File: src/rtl/aes_round_counter_if.sv
// ----------------------------------------------------------------------------
// aes_round_counter_if
//
// Purpose: bundles the control handshake and the status/Rcon outputs of the
//          AES round sequencer so the control FSM and the sequencer share one
//          port object.
//
// Signals:
//   start     master->slave  1  begin (or restart) an operation
//   advance   master->slave  1  step to the next round
//   key_len   master->slave  2  00=AES-128, 01=AES-192, 10=AES-256, 11=AES-128
//   round     slave->master  4  current round index, 0..Nr
//   is_final  slave->master  1  busy and round == Nr
//   done      slave->master  1  operation complete (level)
//   busy      slave->master  1  sequence in progress
//   rcon      slave->master  8  key-expansion round constant for this round
//
// Modports:
//   master : the AES control FSM side (drives start/advance/key_len)
//   slave  : the round counter itself
// ----------------------------------------------------------------------------
interface aes_round_counter_if;
  logic       start;
  logic       advance;
  logic [1:0] key_len;
  logic [3:0] round;
  logic       is_final;
  logic       done;
  logic       busy;
  logic [7:0] rcon;

  modport master (
    output start,
    output advance,
    output key_len,
    input  round,
    input  is_final,
    input  done,
    input  busy,
    input  rcon
  );

  modport slave (
    input  start,
    input  advance,
    input  key_len,
    output round,
    output is_final,
    output done,
    output busy,
    output rcon
  );
endinterface

File: src/rtl/aes_round_counter.sv
// ----------------------------------------------------------------------------
// aes_round_counter
//
// Purpose: round sequencer for the AES datapath. A start pulse latches the key
//          length (Nr = 10/12/14), then each advance pulse steps the round
//          index from 0 up to Nr. One advance past the final round ends the
//          sequence and raises done. Optionally produces the key-expansion
//          round constant (Rcon) for the current round.
//
// Ports:
//   clk    in   rising-edge system clock
//   rst_n  in   asynchronous active-low reset
//   ctl    slave modport of aes_round_counter_if:
//            start, advance, key_len in; round, is_final, done, busy, rcon out
//
// Configuration macro:
//   AES_RCON_EN  defined   -> Rcon register and xtime logic are built
//                undefined -> rcon is tied to 8'h00, everything else identical
// ----------------------------------------------------------------------------
module aes_round_counter (
  input  logic               clk,
  input  logic               rst_n,
  aes_round_counter_if.slave ctl
);

  // --------------------------------------------------------------------------
  // State encoding
  // --------------------------------------------------------------------------
  typedef enum logic [1:0] {
    ST_IDLE = 2'd0,
    ST_RUN  = 2'd1,
    ST_DONE = 2'd2
  } state_t;

  state_t     r_state;
  state_t     w_state_next;

  logic [3:0] r_round;
  logic [3:0] r_nr;
  logic [3:0] w_nr_sel;
  logic       w_at_final;
  logic       w_step;

  // --------------------------------------------------------------------------
  // Key-length decode. The reserved code 11 falls back to AES-128.
  // --------------------------------------------------------------------------
  always_comb begin
    w_nr_sel = 4'd10;
    case (ctl.key_len)
      2'b01:   w_nr_sel = 4'd12;
      2'b10:   w_nr_sel = 4'd14;
      default: w_nr_sel = 4'd10;
    endcase
  end

  assign w_at_final = (r_round == r_nr);

  // An advance only moves the counter while running and below Nr; start
  // always has priority, so a simultaneous advance is dropped.
  assign w_step = ctl.advance && !ctl.start && (r_state == ST_RUN) && !w_at_final;

  // --------------------------------------------------------------------------
  // FSM: state register
  // --------------------------------------------------------------------------
  always_ff @(posedge clk or negedge rst_n) begin
    if (!rst_n) begin
      r_state <= ST_IDLE;
    end else begin
      r_state <= w_state_next;
    end
  end

  // --------------------------------------------------------------------------
  // FSM: next-state logic
  // --------------------------------------------------------------------------
  always_comb begin
    w_state_next = r_state;
    if (ctl.start) begin
      // Accepted from every state; a start while running restarts the sequence.
      w_state_next = ST_RUN;
    end else begin
      case (r_state)
        ST_IDLE: w_state_next = ST_IDLE;
        ST_RUN: begin
          if (ctl.advance && w_at_final) begin
            w_state_next = ST_DONE;
          end
        end
        ST_DONE: w_state_next = ST_DONE;
        default: w_state_next = ST_IDLE;
      endcase
    end
  end

  // --------------------------------------------------------------------------
  // FSM: outputs. All decoded from registered state, so they only move on a
  // clock edge (or on reset).
  // --------------------------------------------------------------------------
  always_comb begin
    ctl.busy     = 1'b0;
    ctl.done     = 1'b0;
    ctl.is_final = 1'b0;
    case (r_state)
      ST_RUN: begin
        ctl.busy     = 1'b1;
        ctl.is_final = w_at_final;
      end
      ST_DONE: begin
        ctl.done = 1'b1;
      end
      default: begin
        ctl.busy     = 1'b0;
        ctl.done     = 1'b0;
        ctl.is_final = 1'b0;
      end
    endcase
  end

  // --------------------------------------------------------------------------
  // Nr latch: captured only when start is accepted, so key_len may change
  // freely during a run without affecting the sequence.
  // --------------------------------------------------------------------------
  always_ff @(posedge clk or negedge rst_n) begin
    if (!rst_n) begin
      r_nr <= 4'd10;
    end else if (ctl.start) begin
      r_nr <= w_nr_sel;
    end
  end

  // --------------------------------------------------------------------------
  // Round counter. Saturates at Nr: the advance that ends the run leaves the
  // index at Nr, so it never wraps.
  // --------------------------------------------------------------------------
  always_ff @(posedge clk or negedge rst_n) begin
    if (!rst_n) begin
      r_round <= 4'd0;
    end else if (ctl.start) begin
      r_round <= 4'd0;
    end else if (w_step) begin
      r_round <= r_round + 4'd1;
    end
  end

  assign ctl.round = r_round;

  // --------------------------------------------------------------------------
  // Round constant
  // --------------------------------------------------------------------------
`ifdef AES_RCON_EN
  logic [7:0] r_rcon;
  logic [7:0] w_xtime;

  // Multiply by x in GF(2^8) with the AES polynomial x^8+x^4+x^3+x+1.
  assign w_xtime = {r_rcon[6:0], 1'b0} ^ (r_rcon[7] ? 8'h1B : 8'h00);

  always_ff @(posedge clk or negedge rst_n) begin
    if (!rst_n) begin
      r_rcon <= 8'h00;
    end else if (ctl.start) begin
      r_rcon <= 8'h00;
    end else if (w_step) begin
      // Round 0 holds 00, so seed the chain with 01 instead of doubling.
      if (r_round == 4'd0) begin
        r_rcon <= 8'h01;
      end else begin
        r_rcon <= w_xtime;
      end
    end
  end

  assign ctl.rcon = r_rcon;
`else
  assign ctl.rcon = 8'h00;
`endif

endmodule

File: src/flat_wrapper.sv
// flat-port wrapper written by rule: the top's interface ports become plain ports
module aes_round_counter_flat 
  (clk, rst_n, ctl_start, ctl_advance, ctl_key_len, ctl_round, ctl_is_final, ctl_done, ctl_busy, ctl_rcon);
  aes_round_counter_if ctl_i ();
  input  logic clk;
  input  logic rst_n;
  input wire logic [$bits(ctl_i.start)-1:0] ctl_start;
  input wire logic [$bits(ctl_i.advance)-1:0] ctl_advance;
  input wire logic [$bits(ctl_i.key_len)-1:0] ctl_key_len;
  output wire logic [$bits(ctl_i.round)-1:0] ctl_round;
  output wire logic [$bits(ctl_i.is_final)-1:0] ctl_is_final;
  output wire logic [$bits(ctl_i.done)-1:0] ctl_done;
  output wire logic [$bits(ctl_i.busy)-1:0] ctl_busy;
  output wire logic [$bits(ctl_i.rcon)-1:0] ctl_rcon;
  assign ctl_i.start = ctl_start;
  assign ctl_i.advance = ctl_advance;
  assign ctl_i.key_len = ctl_key_len;
  assign ctl_round = ctl_i.round;
  assign ctl_is_final = ctl_i.is_final;
  assign ctl_done = ctl_i.done;
  assign ctl_busy = ctl_i.busy;
  assign ctl_rcon = ctl_i.rcon;
  aes_round_counter u_core (.clk(clk), .rst_n(rst_n), .ctl(ctl_i));
endmodule
File: config.mk
export PLATFORM = sky130hd
export DESIGN_NAME = aes_round_counter_flat
export DESIGN_NICKNAME = d
export VERILOG_FILES = /design/src/rtl/aes_round_counter_if.sv /design/src/rtl/aes_round_counter.sv /design/src/flat_wrapper.sv
export SDC_FILE = /design/constraint.sdc
export NUM_CORES = 1
export LEC_CHECK = 0
export BUFFER_PORTS_ARGS = -buffer_cell sky130_fd_sc_hd__buf_2
export CORE_MARGIN = 1.5
export CORE_UTILIZATION = 30
export CTS_BUF_LIST = sky130_fd_sc_hd__clkbuf_4
export CTS_CLUSTER_DIAMETER = 80
export DETAILED_ROUTE_END_ITERATION = 6
export REMOVE_ABC_BUFFERS = 1
export SETUP_SLACK_MARGIN = 0.15
export SLEW_MARGIN = 25
export SYNTH_ARGS = -nofsm -noshare
export SYNTH_HDL_FRONTEND = slang
export SYNTH_SLANG_ARGS = --single-unit
export TNS_END_PERCENT = 20
File: constraint.sdc
create_clock -name clk -period 1.44 [get_ports clk]
set_input_delay 0.216 -clock clk [delete_from_list [all_inputs] [get_ports clk]]
set_output_delay 0.216 -clock clk [all_outputs]
set_load 0.005 [all_outputs]
==> flow_metrics.env, run 1 <==
export IMPL_antenna_cells=0
export IMPL_cts_sinks=8
export IMPL_crit_fanout=5
export IMPL_synth_cell_types=26
export IMPL_rsz0062_at_grt="true"
export IMPL_pin_count=21
export IMPL_seq_area_um2=204
export IMPL_end_kind="primary output"
export IMPL_synth_top_family_by_area="buffers and inverters"
export IMPL_rows=15
export IMPL_numCtsBuffers=3
export IMPL_yosys_area_share_adder_pct=8.95
export IMPL_cts_root_buf="clkbuf_4"
export IMPL_yosysSeqAreaShare_pct=36.0
export IMPL_antenna_found_initial=0
export IMPL_syn_cell_area_um2=559
export IMPL_fillCellCount=182
export IMPL_finalCritPeriodShare_pct=101
export IMPL_r2r_start="u_core.ctl.round[1]"
export IMPL_maxCapViolCount=0
export IMPL_start_util_pct=32.0
export IMPL_outcome="complete, but fails checks"
export IMPL_place_inst=95
export IMPL_dr_pass1_iters=4
export IMPL_area_growth_pct=31.3
export IMPL_cp_slowest_cell="dfrtp_2"
export IMPL_ir_drop_mv=0.624
export IMPL_num_vias=442
export IMPL_max_clock_freq_mhz=687
export IMPL_netlist_instances=58
export IMPL_hpwl_um=773
export IMPL_synthXorXnorAreaFrac_pct=4.47
export IMPL_grt_max_degree=12
export IMPL_critPathKind="reg2out"
export IMPL_fin_skew_ns=0.0201
export IMPL_startpoint_type="flop"
export IMPL_maxSlewViolCount=0
export IMPL_final_common_cell="buf_2"
export IMPL_grt_overflow=0
export IMPL_min_from="ctl_key_len[0]"
export IMPL_wire_per_inst_um=11.4
export IMPL_yosysWarningCount=0
export IMPL_htree_levels=1
export IMPL_setup_violations=2
export IMPL_first_global_vias=443
export IMPL_die_h_um=46.2
export IMPL_via_per_inst=4.33
export IMPL_cellLeakagePower_nw=0.379
export IMPL_grtUsageTotal_pct=13.4
export IMPL_multiInputGateArea_um2=343
export IMPL_drt_initial_drc_count=13
export IMPL_nets=88
export IMPL_final_cell_mix="12 x buf_2, 8 x conb_1, 6 x inv_1"
export IMPL_core_area_um2=1750
export IMPL_worstPathCellList="xnor2_2 -> nand3_1 -> nor2_1 -> buf_2"
export IMPL_postSynthAreaPerCell_um2=9.64
export IMPL_clock_latency_ns=0.28
export IMPL_critPathLaunch="u_core.ctl.round[1]"
export IMPL_drc=0
export IMPL_drtAntennaViolNets=0
export IMPL_place_ws_ns=-0.0397
export IMPL_die_area_um2=2130
export IMPL_grt_pass1_wl_mm=1.86
export IMPL_ctsLongestPathBuffers=2
export IMPL_min_path_type="in2reg"
export IMPL_fin_cells=102
export IMPL_worst_setup_hold_path_clk_slew_ns=0.07
export IMPL_final_core_util_pct=42.1
export IMPL_yosys_area_share_simple_pct=12.8
export IMPL_cts_tree="done"
export IMPL_io_buffers=12
export IMPL_post_route_min_period_ns=1.46
export IMPL_muxShareOfSynthArea_pct=10.1
export IMPL_place_congestion=0.734
export IMPL_timing_hold_ws_ns=0.238
export IMPL_slowest_delay_ns=0.45
export IMPL_powerDensity_nw_per_um2=1170
export IMPL_drive_gt1_share_pct=41.6
export IMPL_cp_required_ns=1.22
export IMPL_ys_seq_elements=8
export IMPL_worst_ep_arrival_time_ns=1.24
export IMPL_violations="setup timing"
export IMPL_synth_compound_area_share_pct=11.0
export IMPL_fin_ws_ns=-0.0165
export IMPL_dieWidth_um=46.2
export IMPL_hold_violations=0
export IMPL_wirelength_mm=1.16
## path summary, 6_finish.rpt
kind | endpoint | cells past startpoint | slack (ns)
max | ctl_is_final | 4 | -0.02
min | u_core.r_nr[1] | 3 | 0.24
max reg2reg | u_core.r_state[1] | 4 | -0.01
min in group asynchronous | u_core.ctl.round[1] | 2 | 0.30
max in group asynchronous | u_core.r_nr[1] | 2 | 0.88
min reg2reg | u_core.r_nr[1] | 2 | 0.49
## per-layer routing
metal	wire, um	track usage [%]	up-vias
met5	0	0	-
met4	20	6.86	0
met3	76	7.45	4
met2	574	21.7	14
met1	490	13.7	210
li1	-	-	214
## worst max-delay path, delay by kind of cell (launching register included)
family,cells,cell delay (ns)
xor gates and xnor gates,1,0.21
buffers and inverters,1,0.11
DFF,1,0.45
and+or+nand+nor,2,0.19
## synth_stat cells (all sizes together)
library cell / n / share of area (%)
dfrtp: 7 / 31
or3: 1 / 1.1
conb: 1 / 0.67
dfstp: 1 / 4.7
a21oi: 2 / 1.8
a311o: 1 / 1.8
nand4: 1 / 1.1
mux2i: 3 / 5.4
nor2: 4 / 2.7
a41oi: 1 / 2.9
a31oi: 2 / 2.2
a21o: 1 / 1.3
ha: 4 / 8.9
or2b: 1 / 1.3
nand2b: 1 / 1.1
mux2: 2 / 4.7
inv: 7 / 4.7
nor2b: 2 / 2.2
clkbuf: 1 / 0.67
xnor2: 2 / 4.5
nand2: 2 / 1.3
o21ai: 1 / 0.89
nand3: 2 / 1.8
buf: 8 / 11
## flip-flops by register name (all words and copies together) (netlist names)
register and cells:
u_core.ctl.round 4, u_core.r_nr 2, u_core.r_state 2
## stage by stage
step	TNS, ns	total power, mW	area (um^2)
finish	-0.0309	0.862	734
global route	-0.158	0.921	734
CTS	0	0.822	703
detailed placement	-0.0397	0.564	628
global placement	-0.0237	0.553	628
floorplan	0	0.482	522
## what timing repair did
action | in CTS | in global routing
hold buffers | 1 | 0
endpoints found under the setup margin | 8 | 8
hold endpoints to repair | 7 | 0
gates cloned | 0 | 0
gates resized for setup | 6 | 5
buffers inserted | 2 | 0
pin swaps | 3 | 4
## where the power goes
part / total, mW / internal [mW] / leakage (nW) / switching (mW)
logic: 0.323 / 0.165 / 0.263 / 0.158
clock network: 0.223 / 0.126 / 0.0184 / 0.0969
registers: 0.317 / 0.266 / 0.0979 / 0.0511
total: 0.862 / 0.557 / 0.379 / 0.306
## logic make-up (layout without fill, tap and decap cells)
logic type	Yosys count	in the layout
simple gates	14	14
xor+xnor	2	2
buf+inv	16	28
flops	8	8
mux	5	5
fa+ha+maj	4	4
compound gates	8	8
other cells	1	8
## layout make-up
cell class / count / area share, %
Tap cell: 25 / 4.26
Timing Repair Buffer: 17 / 13.6
Sequential cell: 8 / 27.8
Clock buffer: 4 / 4.09
Inverter: 7 / 3.58
Multi-Input combinational cell: 41 / 46.7
Note: power is estimated with default switching activity, not from simulation.
==> run 2: changes to the inputs <==
Settings changed: CTS_CLUSTER_SIZE from default to 28, REMOVE_ABC_BUFFERS 1 to default.
==> run 2 against run 1 <==
The run still ends with setup timing left. Critical endpoint unchanged. Maximum frequency down 1.9%. Critical path depth did not move. Die area is the same.
==> flow_metrics.env, run 2 (synthesized netlist as in run 1, its figures left out) <==
export IMPL_rsz0062_at_grt="true"
export IMPL_via_per_inst=4.35
export IMPL_maxCapViolCount=0
export IMPL_outcome="complete, but fails checks"
export IMPL_max_clock_freq_mhz=673
export IMPL_die_area_um2=2130
export IMPL_wirelength_mm=1.09
export IMPL_pin_count=21
export IMPL_antenna_cells=0
export IMPL_fin_cells=102
export IMPL_p_sw_mw=0.295
export IMPL_cp_slowest_cell="dfstp_2"
export IMPL_place_area_um2=641
export IMPL_critPathKind="reg2out"
export IMPL_worstPathCellList="xnor2_4 -> nand3_2 -> nor2_1 -> buf_2"
export IMPL_timing_hold_ws_ns=0.236
export IMPL_antenna_found_initial=0
export IMPL_grtUsageTotal_pct=12.0
export IMPL_grt_overflow=0
export IMPL_place_congestion=0.686
export IMPL_p_int_mw=0.565
export IMPL_finalPower_mw=0.860
export IMPL_die_h_um=46.2
export IMPL_fin_ws_ns=-0.0452
export IMPL_min_path_type="in2reg"
export IMPL_num_vias=444
export IMPL_p_comb_share_pct=37.9
export IMPL_stdcell_area_um2=747
export IMPL_swShare_pct=34.3
export IMPL_place_inst=94
export IMPL_grt_max_degree=12
export IMPL_setup_violations=2
export IMPL_worst_setup_hold_path_clk_slew_ns=0.06
export IMPL_cp_required_ns=1.22
export IMPL_dieWidth_um=46.2
export IMPL_cts_tree="done"
export IMPL_finalCritPeriodShare_pct=103
export IMPL_fillCellCount=182
export IMPL_hold_violations=0
export IMPL_start_util_pct=32.0
export IMPL_rows=15
export IMPL_largest_reg_flops=4
export IMPL_drtAntennaViolNets=0
export IMPL_final_core_util_pct=42.8
export IMPL_cellLeakagePower_nw=0.374
export IMPL_violations="setup timing"
export IMPL_ctsLongestPathBuffers=2
export IMPL_cts_sinks=8
export IMPL_maxSlewViolCount=0
export IMPL_area_growth_pct=33.6
export IMPL_end_kind="primary output"
export IMPL_first_global_vias=402
export IMPL_crit_fanout=2
export IMPL_hpwl_um=799
export IMPL_place_ws_ns=0.0710
export IMPL_nets=88
export IMPL_post_route_min_period_ns=1.49
export IMPL_clock_latency_ns=0.26
export IMPL_dr_pass1_iters=3
export IMPL_drive_gt1_share_pct=44.2
export IMPL_final_cell_mix="12 x buf_2, 8 x conb_1, 6 x inv_1"
export IMPL_final_common_cell="buf_2"
export IMPL_cts_root_buf="clkbuf_4"
export IMPL_grt_pass1_wl_mm=1.73
export IMPL_ir_drop_mv=0.676
export IMPL_wire_per_inst_um=10.7
export IMPL_tns_ns=-0.0733
export IMPL_fin_skew_ns=0.00731
export IMPL_core_area_um2=1750
export IMPL_drt_initial_drc_count=7
export IMPL_startpoint_type="flop"
export IMPL_clkPwrFrac_pct=24.5
export IMPL_power_share_sequential_pct=37.6
export IMPL_numCtsBuffers=3
export IMPL_worst_ep_arrival_time_ns=1.27
export IMPL_slowest_delay_ns=0.59
export IMPL_io_buffers=12
export IMPL_path_buf_inv=1
export IMPL_powerDensity_nw_per_um2=1150
export IMPL_cp_top_family="flip-flops"
export IMPL_htree_levels=1
export IMPL_drc=0
[run 2: cell counts in the layout (fill, tap and decap cells not counted)]
Identical to the previous run, type by type.
[run 2: timing repair]
action	CTS	global route
setup endpoints to repair	5	8
hold endpoints to repair	7	0
pin swaps	5	7
gates resized for setup	6	4
hold buffers	1	0
buffers inserted	3	0
[run 2: worst paths after layout]
kind | cells past startpoint | startpoint | slack, ns | endpoint
worst max-delay path | 4 | u_core.r_nr[1] | -0.05 | ctl_is_final
worst min-delay path | 3 | ctl_key_len[0] | 0.24 | u_core.r_nr[1]
worst max register to register | 4 | u_core.r_nr[1] | -0.03 | u_core.ctl.round[2]
worst min register to register | 2 | u_core.r_nr[1] | 0.52 | u_core.r_nr[1]
max in group asynchronous | 2 | rst_n | 0.87 | u_core.r_nr[1]
min in group asynchronous | 2 | rst_n | 0.32 | u_core.r_state[1]
[run 2: worst reg2reg max path: cells and delay by family, from the launching register on]
kind / cells / cell delay [ns]
AOI/OAI and AO/OA: 1 / 0.18
xor gates and xnor gates: 1 / 0.09
DFF: 1 / 0.59
buffers and inverters: 1 / 0.15
muxes: 1 / 0.35
[run 2: power by group through the flow]
stage               Combinational [mW]  Sequential, mW  Clock (mW)
floorplan                        0.224           0.305           0
CTS                              0.317           0.317       0.219
global route                     0.365           0.327       0.232
detailed placement               0.283           0.313           0
global placement                 0.277           0.309           0
finish                           0.326           0.323       0.211
[run 2: final cells by class]
type                    instances  area [um^2]  area share [%]
inverters                       7         26.3            3.52
multi-input cells              41          355            47.6
well taps                      25         31.3            4.19
repair buffers                 17          100            13.4
flip-flops and latches          8          204            27.3
clock buffers                   4         30.0            4.02
[run 2: routing by layer]
metal	global-route usage, %	vias to the layer above	wire length [um]
met5	0	-	0
met4	8.57	0	4
met3	1.18	2	57
met2	19.7	15	557
met1	14.3	209	474
li1	-	218	-
